## config.mk

```make
export PLATFORM = sky130hd
export DESIGN_NAME = nbit_grant_decoder
export DESIGN_NICKNAME = d
export VERILOG_FILES = /design/src/rtl/nbit_grant_decoder.sv
export SDC_FILE = /design/constraint.sdc
export NUM_CORES = 1
export LEC_CHECK = 0
export ABC_AREA = 1
export CAP_MARGIN = 10
export CORE_ASPECT_RATIO = 0.8
export CORE_MARGIN = 5
export CORE_UTILIZATION = 43
export CTS_BUF_LIST = sky130_fd_sc_hd__clkbuf_16
export DETAILED_ROUTE_END_ITERATION = 16
export GPL_TIMING_DRIVEN = 0
export HOLD_SLACK_MARGIN = 0.15
export PLACE_DENSITY = 0.88
export SLEW_MARGIN = 40
export SYNTH_ARGS = -nofsm -noshare
export SYNTH_HDL_FRONTEND = slang
export SYNTH_SLANG_ARGS = --single-unit
```

## constraint.sdc

```tcl
create_clock -name clk -period 1.69 [get_ports clk]
set_input_delay 0.338 -clock clk [delete_from_list [all_inputs] [get_ports clk]]
set_output_delay 0.338 -clock clk [all_outputs]
set_load 0.03 [all_outputs]
```

## src/rtl/nbit_grant_decoder.sv

```systemverilog
// Purpose: turn a binary winner index into a registered one-hot grant, held until owner release or hold timeout.
// Latency: grant appears the cycle after the index is accepted; every grant is followed by one dead DRAIN cycle.
// Backpressure: index_ready is low while a grant is held and during DRAIN; index_valid/index_in are ignored then.
module nbit_grant_decoder #(
    parameter int  W_DATA   = 32,
    parameter int  MAX_HOLD = 16,
    localparam int W_IDX    = $clog2(W_DATA),
    localparam int W_HOLD   = $clog2(MAX_HOLD + 1)
) (
    input  logic              clk,
    input  logic              rst,
    input  logic [W_IDX-1:0]  index_in,
    input  logic              index_valid,
    output logic              index_ready,
    output logic [W_DATA-1:0] grant_onehot,
    output logic              grant_valid,
    input  logic [W_DATA-1:0] release_in,
    output logic [W_HOLD-1:0] hold_count,
    output logic              timeout,
    output logic              index_error
);

    typedef enum logic [1:0] {
        IDLE  = 2'd0,
        GRANT = 2'd1,
        DRAIN = 2'd2
    } state_t;

    // Last hold_count value a grant may show before it is revoked.
    localparam logic [W_HOLD-1:0] HOLD_LAST = W_HOLD'(MAX_HOLD - 1);
    localparam logic [W_DATA-1:0] ONE_HOT0  = W_DATA'(1);

    state_t              state_q;
    logic [W_DATA-1:0]   grant_q;
    logic                grant_valid_q;
    logic [W_HOLD-1:0]   hold_q;
    logic                timeout_q;
    logic                index_error_q;

    logic                idx_in_range_d;
    logic [W_DATA-1:0]   grant_dec_d;
    logic                owner_release_d;

    // W_DATA need not be a power of two, so the top index codes can be illegal.
    assign idx_in_range_d  = (int'(index_in) < W_DATA);
    assign grant_dec_d     = ONE_HOT0 << index_in;
    // The grant vector itself masks release_in down to the owner's bit.
    assign owner_release_d = |(release_in & grant_q);

    // Grant FSM; all outputs are registered alongside the state.
    always_ff @(posedge clk) begin
        if (rst) begin
            state_q       <= IDLE;
            grant_q       <= '0;
            grant_valid_q <= 1'b0;
            hold_q        <= '0;
            timeout_q     <= 1'b0;
            index_error_q <= 1'b0;
        end else begin
            timeout_q     <= 1'b0;
            index_error_q <= 1'b0;
            case (state_q)
                IDLE: begin
                    if (index_valid) begin
                        if (idx_in_range_d) begin
                            state_q       <= GRANT;
                            grant_q       <= grant_dec_d;
                            grant_valid_q <= 1'b1;
                            hold_q        <= '0;
                        end else begin
                            index_error_q <= 1'b1;
                        end
                    end
                end
                GRANT: begin
                    // Release wins over a coinciding timeout, so no pulse in that case.
                    if (owner_release_d || (hold_q == HOLD_LAST)) begin
                        state_q       <= DRAIN;
                        grant_q       <= '0;
                        grant_valid_q <= 1'b0;
                        hold_q        <= '0;
                        timeout_q     <= !owner_release_d;
                    end else begin
                        hold_q <= hold_q + W_HOLD'(1);
                    end
                end
                DRAIN: begin
                    state_q <= IDLE;
                end
                default: begin
                    state_q       <= IDLE;
                    grant_q       <= '0;
                    grant_valid_q <= 1'b0;
                    hold_q        <= '0;
                end
            endcase
        end
    end

    assign index_ready  = (state_q == IDLE);
    assign grant_onehot = grant_q;
    assign grant_valid  = grant_valid_q;
    assign hold_count   = hold_q;
    assign timeout      = timeout_q;
    assign index_error  = index_error_q;

endmodule

```

==> results.txt <==
Max-cap viol count -> 0
LEAKAGE -> 1.82 nW
Die width -> 85.6 µm
TritonCTS clock tree -> done
Fmax -> 599 MHz
Compound-Gate Fraction of Synth Area -> 0.954%
Maximum number of pins on one net before global-route repair -> 13
Die area -> 6040 µm²
Synth area leaders -> dfxtp_1 (42%), nand2_1 (24%), nand3_1 (7.6%), nor2_1 (6.9%), nand3_2 (6.1%)
DR pass1 iterations -> 6
Mapped Cells -> 285
DRT antenna net count -> 0
Half-perimeter wire length after detailed placement -> 4290 µm
Post-Place Setup Slack -> -246 ps
CP max-delay cell -> clkdlybuf4s50_1
Number of global-route vias before repair -> 1,952
Crit path kind -> register to primary output
Fin crit period -> 1670 ps
Most area-hungry cell type in the Yosys netlist -> dfxtp_1
Initial antenna violation count -> 0
DR iter-0 viols -> 123
Worst Path Required -> 1350 ps
FF/Latch Area -> 823 µm²
Synth Warn # -> 0
Fin. max-slew vios -> 0
Global Route Usage Sum -> 18.4%
Hold/Removal Path Class -> register to register
GRT Residual Overflow -> 0
CTS Root Cell -> clkbuf_16
Top Ports -> 81
CTS Sinks -> 41
Core area -> 4510 µm²
Worst setup SP type -> register
Layout cells sized above 1 -> 11.7%
TritonCTS Buffers -> 5
Clk pin slew, worst setup/hold paths -> 60 ps
Delay-heaviest family, CP -> buffers and inverters
WP buf/inv -> 1
Final Wtd Congestion -> 0.915
Detailed-route via count -> 2,128
Final Hold Vio Count -> 0
Clock buffer depth -> 2
Maximum net fanout on the critical path -> 3
Area Growth Syn to Fin -> 55.2%
Final nets -> 418
Total wire length -> 5650 µm
Hold WS -> 457 ps
Adder-cell share of the synthesized area -> 1.27%
Setup WS post-layout -> 20.1 ps
Post-Syn Area per Cell -> 6.91 µm²
Critical path's largest stage delay -> 680 ps
Crit share post-route -> 98.8%
Area of the multi-input gates -> 1020 µm²
Fillers -> 402
Antenna diode count -> 0
Flops & latches, synth -> 41
Starting Density -> 43.6%
Post-synthesis sequential area ratio -> 41.7%
CTS H-tree lvls -> 2
Arrival @ worst endpoint -> 1330 ps
Die height -> 70.5 µm
Crit-path cells -> clkdlybuf4s50_1
Synth Cell Area -> 1970 µm²
# DRC -> 0
CP Capture Type -> primary output
Synth Area in XOR/XNOR -> 1.34%
Final setup viols -> 0
Routed vias/inst -> 4.87
Multiplexer area fraction after synthesis -> 0.509%
Fin Clk Skew -> 3.01 ps
Skew-Pair Late Insertion Delay -> 280 ps
Num rows -> 22
Post-synth top area share -> 41.7%
Synth Area in Simple Gates -> 47.0%
Combinational family with the most area after synthesis -> simple AND/OR/NAND/NOR gates
First-pass GRT wire length -> 8850 µm
Post-synth cell types -> 22
Worst VDD drop -> 519 µV
PwrDens -> 803 nW/µm²
Status -> completed
DR WL/cell -> 12.9 µm
Syn_nets -> 327
Port Buffer Count -> 79
==> where the power goes <==
| group | switching (mW) | leakage (nW) | internal, mW | total [mW] |
|---|---|---|---|---|
| combinational | 0.292 | 1.41 | 0.244 | 0.537 |
| sequential | 0.0229 | 0.332 | 0.995 | 1.02 |
| clock | 0.361 | 0.0748 | 0.535 | 0.897 |
| total | 0.677 | 1.82 | 1.77 | 2.45 |
==> through the flow <==
step	instance area, µm²	cells	total power [mW]	utilization [%]	TNS (ps)
2_1_floorplan	1970	285	1.34	-	0
3_3_place_gp	2830	424	1.52	62.8	-6450
3_5_place_dp	2830	424	1.53	62.8	-7880
4_1_cts	2960	432	2.41	65.5	0
5_1_grt	3050	437	2.56	67.7	-357
6_report	3050	437	2.45	67.7	0
==> kinds of logic (layout without fill, tap and decap cells) <==
logic type,after synthesis,after routing
fa+ha+maj,2,2
simple gates,211,212
xor+xnor,3,3
other cells,1,1
buf+inv,23,114
mux,1,1
compound gates,3,3
flops,41,41
==> per-layer routing <==
metal / GRT usage, % / part of all wire, % / up-vias
met5: 0 / 0 / -
met4: 6.15 / 1.8 / 0
met3: 6.25 / 9.0 / 11
met2: 29.3 / 46 / 95
met1: 23.3 / 43 / 949
li1: - / - / 1073
==> final timing paths <==
kind	cells after the start	endpoint	slack [ps]	from
setup / recovery	1	grant_onehot[16]	20	grant_onehot[16]
hold / removal	2	grant_valid	460	grant_valid
setup reg to reg	10	grant_onehot[18]	40	hold_count[0]
hold reg to reg	2	grant_valid	460	grant_valid
==> layout make-up <==
type / instances / area share [%]
buffer: 10 / 2.95
clock buffer: 5 / 4.10
clock inverter: 3 / 0.451
inverter: 13 / 1.60
multi-input combinational: 222 / 33.6
sequential: 41 / 27.0
tap: 60 / 2.46
timing repair buffer: 83 / 27.9
==> sequential cells by signal, indices dropped and copies added (netlist names) <==
register      cells
grant_onehot     32
hold_count        5
state_q           2
grant_valid       1
timeout           1
==> cell usage after synthesis (all sizes together) <==
| master | number |
|---|---|
| buf | 8 |
| inv | 12 |
| clkbuf | 2 |
| nand3 | 42 |
| conb | 1 |
| nor2 | 39 |
| nand4 | 1 |
| mux2i | 1 |
| o21ai | 3 |
| xor2 | 3 |
| clkinv | 1 |
| nand2 | 128 |
| or2 | 1 |
| ha | 2 |
| dfxtp | 41 |
==> layout by cell type (no fill, tap or decap) <==
cell type,count
inv_1,13
xor2_1,3
o21ai_2,1
buf_12,1
dlymetal6s2s_1,20
clkbuf_1,2
dlygate4sd2_1,12
nand2_1,126
nor2_1,33
nand2_2,2
nand4_1,1
buf_6,4
buf_2,3
or2_2,1
o21ai_0,2
clkinv_1,1
clkinv_2,2
clkdlybuf4s50_1,47
buf_4,4
ha_1,2
nand3_2,12
nand3_1,30
dfxtp_2,2
conb_1,1
dfxtp_1,39
nand2_4,1
nor2_2,6
mux2i_1,1
clkbuf_16,5
==> what timing repair did <==
action,CTS,global route
buffers inserted,0,2
cloned,0,3
gates resized for setup,12,27
endpoints found under the setup margin,12,55
hold buffers,0,0
Power figures use the tool's default switching activity.
